$ cat src/rtl/lspc_vram_cpu_port.sv
// rtl/lspc_vram_cpu_port.sv - LSPC CPU-side VRAM port: register decode, buffered write requests, read-back latch
`timescale 1ns/1ps
module lspc_vram_cpu_port #(
   parameter int ADDR_W = 16,
   parameter int DATA_W = 16
) (
   input  logic              CLK_24M_i,
   input  logic              RESETP_i,
   input  logic              nREG_WR_i,
   input  logic [1:0]        REG_SEL_i,
   input  logic [DATA_W-1:0] CPU_DATA_i,
   input  logic              nCPU_WR_LOW_i,
   input  logic              nCPU_WR_HIGH_i,
   input  logic              CLK_CPU_READ_LOW_i,
   input  logic              CLK_CPU_READ_HIGH_i,
   input  logic [DATA_W-1:0] VRAM_LOW_READ_i,
   input  logic [DATA_W-1:0] VRAM_HIGH_READ_i,
   output logic [ADDR_W-2:0] VRAM_ADDR_o,
   output logic              REG_VRAMADDR_MSB_o,
   output logic [DATA_W-1:0] VRAM_WRITE_o,
   output logic              nVRAM_WRITE_REQ_o,
   output logic [DATA_W-1:0] REG_VRAMMOD_o,
   output logic [DATA_W-1:0] VRAM_READ_o,
   output logic              CPU_BUSY_o,
   output logic              OVERRUN_o
);

   typedef enum logic [1:0] {S_IDLE, S_REQ, S_ACK, S_INC} state_t;

   state_t            state_q, state_d;
   logic [ADDR_W-1:0] addr_q, addr_d, shadow_q, shadow_d;
   logic              shadow_full_q, shadow_full_d;
   logic [DATA_W-1:0] pend_q, pend_d, wdata_q, wdata_d;
   logic              pend_full_q, pend_full_d;
   logic [DATA_W-1:0] mod_q, mod_d, read_q, read_d;
   logic              req_n_q, req_n_d, overrun_q, overrun_d;
   logic              ack_q, rd_q;
   logic              ack_now, rd_now, ack_fall, ack_rise, rd_rise;

   // The MSB picks both the ack source and the read-back source
   assign ack_now  = addr_q[ADDR_W-1] ? nCPU_WR_HIGH_i : nCPU_WR_LOW_i;
   assign rd_now   = addr_q[ADDR_W-1] ? CLK_CPU_READ_HIGH_i : CLK_CPU_READ_LOW_i;
   assign ack_fall = ack_q & ~ack_now;
   assign ack_rise = ~ack_q & ack_now;
   assign rd_rise  = ~rd_q & rd_now;

   always_comb begin
      state_d       = state_q;
      addr_d        = addr_q;
      shadow_d      = shadow_q;
      shadow_full_d = shadow_full_q;
      pend_d        = pend_q;
      pend_full_d   = pend_full_q;
      wdata_d       = wdata_q;
      mod_d         = mod_q;
      read_d        = read_q;
      req_n_d       = req_n_q;
      overrun_d     = overrun_q;

      case (state_q)
         S_IDLE: begin
            if (pend_full_q) begin
               wdata_d     = pend_q;
               pend_full_d = 1'b0;
               req_n_d     = 1'b0;
               state_d     = S_REQ;
            end
         end
         S_REQ: begin
            if (ack_fall) state_d = S_ACK;
         end
         S_ACK: begin
            if (ack_rise) begin
               req_n_d = 1'b1;
               state_d = S_INC;
            end
         end
         default: begin
            state_d = S_IDLE;
            if (shadow_full_q) begin
               addr_d        = shadow_q;
               shadow_full_d = 1'b0;
            end else begin
               addr_d = addr_q + ADDR_W'(mod_q);
            end
         end
      endcase

      // Register writes are applied after the FSM so they override its updates
      if (!nREG_WR_i) begin
         case (REG_SEL_i)
            2'd0: begin
               overrun_d = 1'b0;
               if ((state_q == S_IDLE && !pend_full_q) || state_q == S_INC) begin
                  addr_d        = ADDR_W'(CPU_DATA_i);
                  shadow_full_d = 1'b0;
               end else begin
                  shadow_d      = ADDR_W'(CPU_DATA_i);
                  shadow_full_d = 1'b1;
               end
            end
            2'd1: begin
               if (!pend_full_d) begin
                  pend_d      = CPU_DATA_i;
                  pend_full_d = 1'b1;
               end else begin
                  overrun_d = 1'b1;
               end
            end
            2'd2: mod_d = CPU_DATA_i;
            default: ;
         endcase
      end

      if (rd_rise && state_q == S_IDLE)
         read_d = addr_q[ADDR_W-1] ? VRAM_HIGH_READ_i : VRAM_LOW_READ_i;
   end

   always_ff @(posedge CLK_24M_i or posedge RESETP_i) begin
      if (RESETP_i) begin
         state_q       <= S_IDLE;
         addr_q        <= '0;
         shadow_q      <= '0;
         shadow_full_q <= 1'b0;
         pend_q        <= '0;
         pend_full_q   <= 1'b0;
         wdata_q       <= '0;
         mod_q         <= '0;
         read_q        <= '0;
         req_n_q       <= 1'b1;
         overrun_q     <= 1'b0;
         ack_q         <= 1'b1;
         rd_q          <= 1'b0;
      end else begin
         state_q       <= state_d;
         addr_q        <= addr_d;
         shadow_q      <= shadow_d;
         shadow_full_q <= shadow_full_d;
         pend_q        <= pend_d;
         pend_full_q   <= pend_full_d;
         wdata_q       <= wdata_d;
         mod_q         <= mod_d;
         read_q        <= read_d;
         req_n_q       <= req_n_d;
         overrun_q     <= overrun_d;
         ack_q         <= ack_now;
         rd_q          <= rd_now;
      end
   end

   assign VRAM_ADDR_o        = addr_q[ADDR_W-2:0];
   assign REG_VRAMADDR_MSB_o = addr_q[ADDR_W-1];
   assign VRAM_WRITE_o       = wdata_q;
   assign nVRAM_WRITE_REQ_o  = req_n_q;
   assign REG_VRAMMOD_o      = mod_q;
   assign VRAM_READ_o        = read_q;
   assign CPU_BUSY_o         = (state_q != S_IDLE) | pend_full_q;
   assign OVERRUN_o          = overrun_q;

endmodule

$ cat config.mk
export PLATFORM = sky130hd
export DESIGN_NAME = lspc_vram_cpu_port
export DESIGN_NICKNAME = d
export VERILOG_FILES = /design/src/rtl/lspc_vram_cpu_port.sv
export SDC_FILE = /design/constraint.sdc
export NUM_CORES = 1
export LEC_CHECK = 0
export ABC_AREA = 1
export CELL_PAD_IN_SITES_DETAIL_PLACEMENT = 1
export CELL_PAD_IN_SITES_GLOBAL_PLACEMENT = 2
export CORE_AREA = 2 2 152 117
export DETAILED_ROUTE_END_ITERATION = 8
export DIE_AREA = 0 0 154 119
export PLACE_DENSITY_LB_ADDON = 0.1
export RECOVER_POWER = 25
export SYNTH_ARGS = -nofsm -noshare
export SYNTH_HDL_FRONTEND = slang
export SYNTH_SLANG_ARGS = --single-unit
$ cat constraint.sdc
create_clock -name CLK_24M_i -period 7 [get_ports CLK_24M_i]
set_input_delay 1.4 -clock CLK_24M_i [delete_from_list [all_inputs] [get_ports CLK_24M_i]]
set_output_delay 1.4 -clock CLK_24M_i [all_outputs]
set_load 0.05 [all_outputs]
After elaboration in Yosys (flattened, before gate mapping)
Index checks and enable logic that the tools add are counted.

Register bits: 104. Logic and storage cells: 74.

$add $sub $neg: 1. Equality and inequality tests: 9. Muxes and demuxes: 24. Bitwise gates (word level): 10. Reduce and logical (&&, ||, !) cells: 17.

Operator list (number): $mux W16 (6); $add A16 B16 Y16 (1); $reduce_and A3 Y1 (5); $mux W1 (12); $ne A2 B2 Y1 const B (4); $eq A2 B2 Y1 const B (3); $mux W2 (3); $not A1 Y1 (6); $pmux W2 S3 (1); $reduce_bool A2 Y1 (3); $eq A2 B1 Y1 const B (2); $logic_not A2 Y1 (2); $pmux W1 S2 (2); $reduce_and A2 Y1 (2); $and A1 B1 Y1 (3); $reduce_or A3 Y1 (1); $logic_and A1 B1 Y1 (2); $logic_not A1 Y1 (1); $logic_or A1 B1 Y1 (1); $or A1 B1 Y1 (1).

Longest topological paths before layout
Gate-level depths: netlist of run 1.

Depth in word-level cells: 6. Gate-level depth with buffers: 12. Depth with buffers taken out: 12.

Least setup slack after synthesis of run 1
No wires, ideal clock.

Path type: register to output. Start: register state_q[0]. End: output port CPU_BUSY_o. Arrival: 1097 ps. Data required time: 5600 ps. Path slack: 4503 ps. Cell stages (with the launch flop): 6. Buffers on the path: 0. Path through: dfrtp_1 inv_1 ha_1 inv_2 nor2_2 inv_1.

Longest elaborated chain between the ends: 2.

Ends and longest elaborated chain: start: declaration (line 30) `state_t state_q, state_d;`; start signal: assignment (line 135) `state_q <= state_d;`; $reduce_bool A2 Y1 (line 157) `assign CPU_BUSY_o = (state_q != S_IDLE) | pend_full_q;`; $or A1 B1 Y1 (line 157); end: declaration (line 24) `output logic CPU_BUSY_o,`.

Every way passes these cells.

Final worst setup path of run 1
Ends and elaborated chain as after synthesis.

==> results of run 1 <==
## how the worst max path moves through the flow
stage                              to  slack (ns)
after global routing      shadow_q[0]        3.22
after global placement      addr_q[4]        3.45
after floorplan             OVERRUN_o        2.87
after CTS                  CPU_BUSY_o        3.43
final                      CPU_BUSY_o        3.46
after detailed placement    addr_q[4]        3.32
## metrics by stage
step	power (mW)	setup slack (ns)	instance area [um2]
final	3.58	3.46	7060
after global placement	3.00	3.45	6740
after global routing	3.85	3.22	7060
after CTS	3.62	3.43	7070
after floorplan	2.38	2.87	5320
after detailed placement	3.05	3.32	6740
## power by group through the flow
stage / logic, mW / registers (mW) / clock network, mW
finish: 1.98 / 1.04 / 0.562
global route: 2.17 / 1.07 / 0.605
CTS: 2.01 / 1.04 / 0.576
detailed placement: 2.00 / 1.05 / 0
global placement: 1.96 / 1.04 / 0
floorplan: 0.851 / 1.53 / 0
## area by class of cell
| type | count | share of cell area (%) |
|---|---|---|
| clock buffer | 11 | 3.58 |
| clock inverter | 4 | 1.08 |
| inverter | 72 | 3.84 |
| multi-input combinational | 435 | 33.0 |
| sequential | 104 | 36.9 |
| tap | 220 | 3.90 |
| timing repair buffer | 126 | 17.7 |
## sequential cells by signal (all words and copies together) (netlist names)
signal	cells
REG_VRAMMOD_o	16
state_q	2
VRAM_WRITE_o	16
shadow_q	16
ack_q	1
VRAM_READ_o	16
addr_q	16
nVRAM_WRITE_REQ_o	1
rd_q	1
pend_full_q	1
shadow_full_q	1
pend_q	16
OVERRUN_o	1
## critical path: cells and delay by family (launching register included)
kind / cells / cell delay (ns)
simple gates: 1 / 0.05
flops: 1 / 0.41
buf+inv: 4 / 1.07
fa+ha+maj: 1 / 0.27
## cell usage after synthesis, drive strengths merged
| cell | n | area share [%] |
|---|---|---|
| inv | 72 | 5.1 |
| dfstp | 2 | 0.99 |
| a21oi | 51 | 4.9 |
| a31oi | 1 | 0.12 |
| o211ai | 3 | 0.42 |
| mux2i | 16 | 3.0 |
| o21ai | 64 | 6.1 |
| buf | 11 | 1.3 |
| nand3b | 1 | 0.14 |
| xnor2 | 2 | 0.33 |
| mux2 | 17 | 3.6 |
| nor3 | 3 | 0.49 |
| nand2 | 147 | 10 |
| ha | 20 | 4.7 |
| nor2 | 71 | 5.1 |
| o31ai | 1 | 0.14 |
| fa | 1 | 0.38 |
| clkbuf | 12 | 0.85 |
| dfrtp | 102 | 48 |
| a22oi | 4 | 0.56 |
| and2 | 2 | 0.23 |
| nand4 | 1 | 0.12 |
| or2 | 2 | 0.24 |
| xor2 | 4 | 0.66 |
| nand3 | 24 | 2.3 |
## kinds of logic after synthesis
logic type / count (synthesis) / share of synthesized area (%)
simple gates: 251 / 19.0
compound gates: 124 / 12.2
flops: 104 / 48.9
buf+inv: 95 / 7.21
mux: 33 / 6.60
fa+ha+maj: 21 / 5.08
xor+xnor: 6 / 0.987
## per-layer routing
metal / vias to the layer above / global-route usage, %
met5: - / 0
met4: 0 / 2.98
met3: 10 / 3.42
met2: 66 / 30.9
met1: 2309 / 24.8
li1: 2269 / -
==> results by group, run 1 <==
Routing
  – Detailed Route WL: 16000 um
  – Top Metal Used: met4
  – DR vias: 4654
  – Final ANT Viol Nets: 0
  – Met3 routed WL: 429 um
  – Met2 wire length: 7770 um
  – Initial drt markers: 185
  – Wire per inst: 16.5 um
  – Drt via density: 4.79
  – First-pass DRT Iterations: 4
  – WL met1: 7710 um
  – Drt drc: 0

Clocking
  – CTS tree: built
  – CTS sink cnt: 104
  – CTS buffer count: 9
  – H-Tree Depth: 3
  – Reg clk slew, reported paths: 0.07 ns
  – Root Buffer: clkbuf_16
  – Clock buffer depth: 2
  – Clk Latency, worst-skew pair: 0.35 ns
  – Post-CTS Setup Inserts: 0
  – Post-cts resize count: 0
  – Hold_buf cts: 0

Layout
  – Nets: 826
  – Fin cells: 972
  – Antenna cells: 0
  – Util after Layout: 41.3%
  – Register area: 2610 um2
  – Layout cells sized above 1: 5.98%
  – Commonest cells after routing, fill and taps aside: nand2_1 (146), clkdlybuf4s50_1 (119), dfrtp_1 (102)
  – Commonest non-fill, non-tap cell in the layout: nand2_1
  – Area Growth Syn to Fin: 32.6%
  – Multi-input gate area: 2330 um2
  – Filler Cells Inserted: 2021

Power and ir drop
  – PwrDens: 507 nW/um2
  – Net switching power: 1.70 mW
  – Combinational power share: 55.3%
  – Reg power frac: 29.0%
  – Int Power: 1.87 mW
  – Leak pwr: 3.38 nW
  – Sw frac: 47.6%
  – Clk pwr share: 15.7%
  – Worst-case vdd ir drop: 0.000214 V

Yosys
  – Mapped Nets: 712
  – Synth Register Bits: 104
  – Mapped Area: 5320 um2
  – Post-synthesis sequential area ratio: 48.9%
  – Unique masters post-synth: 36
  – Synth warnings: 0
  – Syn Inst Count: 634
  – Avg Inst Size Synth: 8.40 um2

Worst setup path
  – Flop2flop setup slack: 4.51 ns
  – Critical Path RT: 5.60 ns
  – Worst EP arrival: 2.14 ns
  – CP startpoint kind: register
  – Slowest-stage cell, CP: clkdlybuf4s50_1
  – R2r startpoint: state_q[0]
  – Crit-path cells: inv_1, ha_1, inv_2, nor2_2, inv_1, clkdlybuf4s50_1
  – Worst Path Max Fanout: 4
  – Worst Reg-to-Reg Cells: 9
  – CP max stage delay: 0.80 ns
  – Worst R2R End: addr_q[4]
  – WS Path Type: reg -> out
  – Crit end category: output port
  – CP startpoint: state_q[0]
  – Most used cell, CP: inv_1

Floorplan
  – Starting Density: 31.2%
  – CORE AREA: 17100 um2
  – Die width: 154 um
  – I/O Pins: 124
  – Die Y: 119 um
  – Floorplan row count: 42
  – Die area: 18300 um2

Timing
  – RSZ-0062 raised after global routing: false
  – Fin. Hold Viols: 0
  – Slew @ Worst Pin: 1.49 ns
  – Hold WS: 0.486 ns
  – Final TNS setup: 0 ns
  – Final setup violating endpoints: 0
  – Fmax: 283 MHz
  – Tmin final: 3.54 ns
  – Final period util: 50.5%
  – Fin. max-slew vios: 0
  – Slew headroom: 0.256%
  – Final clock skew: 0.0114 ns

GRT
  – Initial antenna violation count: 0
  – GRT Resource Usage Total: 18.2%
  – Congestion Overflow GR: 0
  – First-pass GRT wire length: 26400 um
  – Pin count of the biggest net entering global routing: 73
  – Vias in the first global route: 4968

Place
  – IO buf count: 123
  – Placed cells: 957
  – Gpl congestion: 0.780
  – Hpwl dp: 12200 um

Worst hold path
  – Worst hold start: pend_q[8]
  – WHS Path Cells: 2
  – Hold worst-path end: pend_q[8]
  – HP Class: reg -> reg

Outcome
  – Status: finished, violations left
  – Failing checks: max-capacitance violations

Job
  – Max cap viols: 1
(Power assumes the default switching activity.)
==> run 2, diff against run 1 <==
--- a/config.mk
+++ b/config.mk
@@ -8,9 +8,9 @@
 export ABC_AREA = 1
 export CELL_PAD_IN_SITES_DETAIL_PLACEMENT = 1
 export CELL_PAD_IN_SITES_GLOBAL_PLACEMENT = 2
-export CORE_AREA = 2 2 152 117
+export CORE_AREA = 2 2 169 129
 export DETAILED_ROUTE_END_ITERATION = 8
-export DIE_AREA = 0 0 154 119
+export DIE_AREA = 0 0 171 131
 export PLACE_DENSITY_LB_ADDON = 0.1
 export RECOVER_POWER = 25
 export SYNTH_ARGS = -nofsm -noshare
==> constraint.sdc (replaced) <==
create_clock -name CLK_24M_i -period 3.1 [get_ports CLK_24M_i]
set_input_delay 0.62 -clock CLK_24M_i [delete_from_list [all_inputs] [get_ports CLK_24M_i]]
set_output_delay 0.62 -clock CLK_24M_i [all_outputs]
set_load 0.05 [all_outputs]
==> results by group, run 2 (synthesized netlist as in run 1, its figures left out) <==
Routing
  – Final ANT Viol Nets: 0 (unchanged)
  – Drt drc: 0 (unchanged)
  – Initial drt markers: 179 (was 185)
  – Detailed Route WL: 17500 um (was 16000 um)
  – Wire per inst: 16.6 um (was 16.5 um)
  – First-pass DRT Iterations: 4 (unchanged)
  – Drt via density: 4.44 (was 4.79)
  – DR vias: 4661 (was 4654)

Power and ir drop
  – Worst-case vdd ir drop: 0.000508 V (was 0.000214 V)
  – Leak pwr: 3.42 nW (was 3.38 nW)
  – PwrDens: 1110 nW/um2 (was 507 nW/um2)

GRT
  – First-pass GRT wire length: 27600 um (was 26400 um)
  – Congestion Overflow GR: 0 (unchanged)
  – GRT Resource Usage Total: 16.1% (was 18.2%)
  – Pin count of the biggest net entering global routing: 44 (was 73)
  – Vias in the first global route: 5096 (was 4968)
  – Initial antenna violation count: 0 (unchanged)

Timing
  – Final period util: 87.5%
  – Final WS setup: 0.388 ns (was 3.46 ns)
  – Final setup violating endpoints: 0 (unchanged)
  – Final clock skew: 0.00849 ns (was 0.0114 ns)
  – RSZ-0062 raised after global routing: false (unchanged)
  – Slew headroom: -4.21% (was 0.256%)
  – Slew @ Worst Pin: 1.55 ns (was 1.49 ns)
  – Fmax: 369 MHz
  – Final TNS setup: 0 ns (unchanged)
  – Tmin final: 2.71 ns
  – Fin. max-slew vios: 27 (was 0)
  – Fin. Hold Viols: 0 (unchanged)

Clocking
  – Post-cts resize count: 0 (unchanged)
  – Root Buffer: clkbuf_16 (unchanged)
  – Clock buffer depth: 2 (unchanged)
  – Post-CTS Setup Inserts: 0 (unchanged)
  – Reg clk slew, reported paths: 0.07 ns (about the same)
  – Clk Latency, worst-skew pair: 0.36 ns (was 0.35 ns)
  – CTS buffer count: 9 (unchanged)
  – CTS sink cnt: 104 (unchanged)
  – Hold_buf cts: 0 (unchanged)
  – H-Tree Depth: 3 (unchanged)
  – CTS tree: built (unchanged)

Worst setup path
  – Slowest-stage cell, CP: clkdlybuf4s50_1 (unchanged)
  – CP max stage delay: 0.80 ns (about the same)
  – Worst EP arrival: 2.09 ns (was 2.14 ns)
  – Crit end category: output port (unchanged)
  – Worst R2R End: addr_q[12] (was addr_q[4])
  – Buf+Inv Stages, Crit Path: 4 (unchanged)
  – CP startpoint: state_q[0] (unchanged)
  – CP top delay family: buffers and inverters (unchanged)
  – R2r startpoint: addr_q[0] (was state_q[0])
  – Worst Reg-to-Reg Cells: 11 (was 9)
  – WS Path Type: reg -> out (unchanged)
  – CP startpoint kind: register (unchanged)
  – Critical Path RT: 2.48 ns (was 5.60 ns)
  – Crit-path cells: inv_1, ha_1, inv_2, nor2_2, inv_1, clkdlybuf4s50_1 (unchanged)
  – Most used cell, CP: inv_1 (unchanged)
  – Crit. path cell count: 6 (unchanged)
  – Setup crit end: CPU_BUSY_o (unchanged)
  – Worst Path Max Fanout: 4 (unchanged)
  – Flop2flop setup slack: 0.96 ns (was 4.51 ns)

Layout
  – Antenna cells: 0 (unchanged)
  – Multi-input gate area: 2330 um2 (unchanged)
  – Area Growth Syn to Fin: 35.3% (was 32.6%)
  – Layout cells sized above 1: 7.22% (was 5.98%)
  – Register area: 2610 um2 (unchanged)
  – Commonest cells after routing, fill and taps aside: nand2_1 (146), clkdlybuf4s50_1 (121), dfrtp_1 (102) (was nand2_1 (146), clkdlybuf4s50_1 (119), dfrtp_1 (102))
  – Nets: 835 (was 826)
  – Commonest non-fill, non-tap cell in the layout: nand2_1 (unchanged)
  – Filler Cells Inserted: 2463 (was 2021)

Floorplan
  – CORE AREA: 20800 um2 (was 17100 um2)
  – Die width: 171 um (was 154 um)
  – Floorplan row count: 46 (was 42)
  – I/O Pins: 124 (unchanged)
  – Die area: 22400 um2 (was 18300 um2)
  – Die Y: 131 um (was 119 um)
  – Starting Density: 25.6% (was 31.2%)

Place
  – IO buf count: 123 (unchanged)
  – Pre-CTS setup slack: 0.636 ns (was 3.32 ns)
  – Hpwl dp: 13400 um (was 12200 um)
  – Gpl congestion: 0.759 (was 0.780)

Outcome
  – Failing checks: max-capacitance violations, max-slew violations (was max-capacitance violations)
  – Status: finished, violations left (unchanged)

Worst hold path
  – HP Class: reg -> reg (unchanged)

Job
  – Max cap viols: 1 (unchanged)
## run 2: cell count changes in the layout (fill, tap and decap cells not counted), sizes merged
cell / previous run / this run
clkbuf: 12 / 10
clkinvlp: 2 / 1
buf: 2 / 12
clkinv: 0 / 2
clkdlybuf4s50: 119 / 121
dlygate4sd3: 4 / 2
inv: 72 / 75
bufinv: 2 / 0
## run 2: worst min path at each step
stage / from / cells after the start / end / slack [ns]
floorplan: pend_q[0] / 2 / pend_q[0] / 0.45
global placement: shadow_q[1] / 2 / shadow_q[1] / 0.47
detailed placement: pend_q[8] / 2 / pend_q[8] / 0.48
CTS: pend_q[8] / 2 / pend_q[8] / 0.49
global route: pend_q[5] / 2 / pend_q[5] / 0.52
finish: pend_q[8] / 2 / pend_q[8] / 0.49
## run 2: tightest hold or removal path: stages, from the launching register on
cell and delay (ns):
dfrtp_1 0.35, nand2_1 0.05, o21ai_0 0.06
## run 2: per-stage QoR
stage	cells	area, um2	util (%)	power (mW)	hold slack [ns]
detailed placement	1034	6920	33.2	6.95	0.475
global route	1050	7200	34.6	8.63	0.521
CTS	1050	7210	34.6	8.14	0.494
floorplan	634	5330	-	5.39	0.449
finish	1050	7200	34.6	8.01	0.489
global placement	1034	6920	33.2	6.85	0.469
## run 2: cell type report
type | count | area share, %
Sequential cell | 104 | 36.2
Tap cell | 288 | 5.00
Timing Repair Buffer | 135 | 18.7
Multi-Input combinational cell | 435 | 32.4
Clock inverter | 6 | 0.799
Clock buffer | 10 | 3.18
Inverter | 72 | 3.77
## run 2: power breakdown
group	switching, mW	leakage [nW]	internal, mW
clock network	0.573	0.141	0.567
logic	2.94	2.01	1.58
registers	0.413	1.27	1.93
total	3.93	3.42	4.08
## run 2: routing by layer
metal,track usage (%),share of wire (%),up-vias
met5,0,0,-
met4,3.89,1.3,0
met3,3.07,2.9,15
met2,27.3,48,66
met1,21.5,48,2290
li1,-,-,2290
==> RTL edit 1, RTL diff (config.mk and constraints of run 1) <==
Encoding of `state_t`: now one-hot (4 bits for 4 states).
--- a/src/rtl/lspc_vram_cpu_port.sv
+++ b/src/rtl/lspc_vram_cpu_port.sv
@@ -27,3 +27,3 @@
 
-   typedef enum logic [1:0] {S_IDLE, S_REQ, S_ACK, S_INC} state_t;
+   typedef enum logic [3:0] {S_IDLE = 4'b0001, S_REQ = 4'b0010, S_ACK = 4'b0100, S_INC = 4'b1000} state_t;
 
Behaviour: no difference found for any inputs over 4 cycles, from zero or initial values and one cycle with RESETP_i high; so few cycles prove little.
==> RTL edit 1 against run 1 <==
  * Synthesized area increased by 0.78%
  * Final area decreased by 0.25%
  * The flow finishes with violations (capacitance limit, slew limit)
  * Critical path depth unchanged
  * Non-clock buffer count unchanged
  * Power increased by 2.1%
  * Wire length increased by 1.5%
  * Combinational power increased by 7%
  * Sequential cell count increased by 2
  * Clock power decreased by 10%
  * Setup slack got worse by 0.064 ns
  * Fmax decreased by 1.8%
==> RTL edit 1: results (changes against run 1) <==
peak fanout along the critical path=33 (+29); Total Routing Usage GR=18.26% (+0.020 points); clkbuf count=9 (-2); fraction of area in multi-input gates=32.24% (-0.77 points); Mapped Nets=744 (+4.5%); final worst path period share=51.45% (+0.91 points); pre-CTS setup slack=3.214 ns (-0.1099 ns); comb pwr=2110 µW (+7%); Seq cells=106 (+1.9%); FF-to-FF End=addr_q[15]$_DFF_PP0_; First DRT Iteration DRCs=155 (-16%); Avg WL per Cell=16.08 µm (-2.3%); Placed Instance Area=6780 µm² (+0.58%); failing checks=capacitance limit, slew limit; MaxCap Viol Count=1 (unchanged); largest net degree at the start of global routing=75 (+2.7%); DP Cell Count=994 (+3.9%); status=finished, violations left; clock network share of area=4.067% (-0.59 points); fill cell count=2,052 (+1.5%); hold path start=pend_q[15]$_DFFE_PP0P_; Yosys warning total=0 (unchanged); multi-input gates=461 (+6.0%); inverter count=81 (+13%); share of cells above drive strength 1=5.949% (-0.035 points); Worst Hold Slack=0.4884 ns (+0.002194 ns); Reg area=2656 µm² (+2.0%); Synth cell types=35 (-2.8%); Clock Power=503 µW (-10%); routed vias=4,820 (+3.6%); Syn Area/Cell=7.996 µm² (-4.8%); top cells by count, synth=nand2_1 (202), dfrtp_1 (103), inv_1 (77); Worst path slowest cell=nand3_1; largest cells by area after synthesis=dfrtp_1 (48%), nand2_1 (14%), o21ai_0 (5.5%); Rel. slew slack=-3.312% (-3.6 points); Final Max Tran Viols=34 (+34); Pint=1829 µW (-2.4%); Comb pwr share=57.8% (+2.5 points); DP HPWL=12,130 µm (-0.36%); Final nets=858 (+3.9%); Fin Clk Skew=0.004567 ns (-0.006800 ns); Worst R2R Setup Slack=4.26 ns (-0.25 ns); share of the yosys chip area belonging to registers=49.51% (+0.58 points); Worst Path Arrival=3.83 ns (+1.69 ns); vias in the first global route=5,067 (+2.0%); Reg-to-Reg Start=state_q[0]$_DFFE_PP1P_; Final Cell Area=7044 µm² (-0.25%); Worst R2R Path Depth=8 (-1); Post-Route WL=16,240 µm (+1.5%); NonClk Buf Share=17.74% (+0.044 points); RePlAce Congestion=0.7884 (+1.1%); Max VDD drop=0.2000 mV (-6.5%)
-- RTL edit 1: cell count changes in the layout (fill, tap and decap cells not counted), sizes merged, moves of 2 or more --
cell / before / now
nand2: 147 / 205
a21oi: 51 / 20
a31oi: 1 / 18
mux2i: 16 / 0
inv: 72 / 81
clkinv: 0 / 5
ha: 20 / 15
a22oi: 4 / 0
nand3: 24 / 28
nor2: 71 / 74
bufinv: 2 / 0
clkbuf: 12 / 10
-- RTL edit 1: worst max path at each step --
stage / cells past startpoint / start / endpoint
finish: 6 / REG_SEL_i[1] / shadow_q[2]$_DFFE_PP0P_
detailed placement: 6 / REG_SEL_i[1] / shadow_q[2]$_DFFE_PP0P_
global route: 6 / REG_SEL_i[1] / shadow_q[2]$_DFFE_PP0P_
floorplan: 1 / RESETP_i / OVERRUN_o$_DFFE_PP0P_
CTS: 4 / state_q[0]$_DFFE_PP1P_ / CPU_BUSY_o
global placement: 6 / REG_SEL_i[1] / shadow_q[0]$_DFFE_PP0P_
-- RTL edit 1: kinds of logic (layout without fill, tap and decap cells) --
| kind of cell | after synthesis | count (layout) | share of synthesized area, % |
|---|---|---|---|
| AND/OR/NAND/NOR | 316 | 316 | 23.74 |
| multiplexers | 16 | 16 | 3.358 |
| AO/OA/AOI/OAI | 107 | 107 | 10.70 |
| adder cells (fa/ha/maj) | 16 | 16 | 3.871 |
| flip-flops | 106 | 106 | 49.51 |
| buffers and inverters | 104 | 223 | 7.836 |
| XOR/XNOR | 6 | 6 | 0.9795 |
-- RTL edit 1: metal layers --
metal	track usage, %	routed length (µm)	vias to the layer above
met5	0	0	-
met4	4.965	221	0
met3	3.857	601	17
met2	29.46	7514	88
met1	24.99	7900	2367
li1	-	-	2348
==> RTL edit 2, RTL diff (flow settings as in run 1) <==
Without the edit above. The parameter `DATA_W` goes from 16 to 14.
--- a/src/rtl/lspc_vram_cpu_port.sv
+++ b/src/rtl/lspc_vram_cpu_port.sv
@@ -4,3 +4,3 @@
    parameter int ADDR_W = 16,
-   parameter int DATA_W = 16
+   parameter int DATA_W = 14
 ) (
Ports: changed (6 resized); port bits go from 124 to 112. No check against the original RTL was run, so the function may have changed too.
==> RTL edit 2 against run 1 <==
  * The run ends with capacitance limit, slew limit left
  * Final area is 8.1% lower
  * Sequential cell count is 10 lower
  * Synthesized area is 8.1% lower
  * Utilization is 3.3 points lower
  * Wire length is 5.4% lower
  * Power is 8.6% lower
  * Setup slack hardly changed
  * Combinational power is 10% lower
  * Die area stayed put
  * Register-to-register slack better by 0.33 ns
  * Count of clock-buffer cells in the layout stayed put
  * Via count is 8.3% lower
  * Critical path type unchanged
==> RTL edit 2: results (changes against run 1) <==
status=finished, violations left; failing checks=capacitance limit, slew limit; Rel. slew slack=-43.19% (-43 points); M2 GR Usage=28.14% (-2.8 points); Flop pwr share=29.3% (+0.3 points); share of the yosys chip area belonging to registers=48.12% (-0.81 points); slowest stage delay, CP=0.94 ns (+0.14 ns); peak fanout along the critical path=19 (+15); largest net degree at the start of global routing=50 (-32%); Max VDD drop=0.2050 mV (-4.2%); Final nets=759 (-8.1%); mux cell area share after synthesis=3.222% (-3.4 points); top cells by count, synth=nand2_1 (170), dfrtp_1 (92), inv_1 (62); Total Routing Usage GR=17.00% (-1.2 points); share of cells above drive strength 1=7.648% (+1.7 points); met1 usage=23.54% (-1.2 points); first-pass GRT wire length=24,500 µm (-7.1%); met1 WL=7654 µm (-0.66%); vias in the first global route=4,587 (-7.7%); routed wl met3=416 µm (-3.0%); Psw=1562 µW (-8.3%); MaxCap Viol Count=1 (unchanged); Final Max Tran Viols=47 (+47); Buffers on Ports=111 (-9.8%); First DRT Iteration DRCs=125 (-32%); fill cell count=2,016 (-0.25%); Synth cell types=41 (+14%); Synth Area in Adders=5.267% (+0.19 points); Final Total Pwr=3271 µW (-8.6%); pre-CTS setup slack=3.683 ns (+0.3594 ns); comb pwr=1780 µW (-10%); Mapped Nets=654 (-8.1%); Post-Route WL=15,130 µm (-5.4%); RePlAce Congestion=0.7690 (-1.4%); met2 WL=6962 µm (-10%); Leakage Power=0.003096 µW (-8.5%)
[RTL edit 2: cell count changes in the layout (fill, tap and decap cells not counted), sizes merged, moves of 6 or more]
cell	run 1	this run
dfrtp	102	92
a21oi	51	26
o21ai	64	51
nand2	147	176
mux2i	16	0
a31oi	1	15
inv	72	66
clkdlybuf4s50	119	110
nor2	71	51
[RTL edit 2: kinds of logic after synthesis]
| family | count (synthesis) |
|---|---|
| mux | 14 |
| flops | 94 |
| compound gates | 109 |
| fa+ha+maj | 20 |
| simple gates | 262 |
| buf+inv | 84 |
[RTL edit 2: cell type report]
type	count	share of cell area (%)
Clock inverter	5	1.272
Inverter	66	3.951
Clock buffer	11	3.739
Multi-Input combinational cell	405	33.30
Tap cell	220	4.240
Timing Repair Buffer	112	17.23
Sequential cell	94	36.27
[RTL edit 2: worst paths after layout]
check,endpoint,slack [ns],cells past startpoint,start
worst max-delay path,REG_VRAMADDR_MSB_o,3.46,1,addr_q[15]$_DFF_PP0_
worst min-delay path,pend_q[3]$_DFFE_PP0P_,0.49,2,pend_q[3]$_DFFE_PP0P_
worst max register to register,shadow_q[13]$_DFFE_PP0P_,4.84,5,state_q[0]$_DFFE_PP0P_
worst min register to register,pend_q[3]$_DFFE_PP0P_,0.49,2,pend_q[3]$_DFFE_PP0P_
max in group asynchronous,addr_q[14]$_DFF_PP0_,3.48,3,RESETP_i
min in group asynchronous,pend_q[4]$_DFFE_PP0P_,2.06,2,RESETP_i
[RTL edit 2: per-stage QoR]
step | hold WS, ns | cell area, µm²
6_report | 0.4903 | 6492
5_1_grt | 0.5160 | 6492
4_1_cts | 0.4975 | 6506
3_5_place_dp | 0.4779 | 6181
3_3_place_gp | 0.4701 | 6181
2_1_floorplan | 0.4492 | 4893
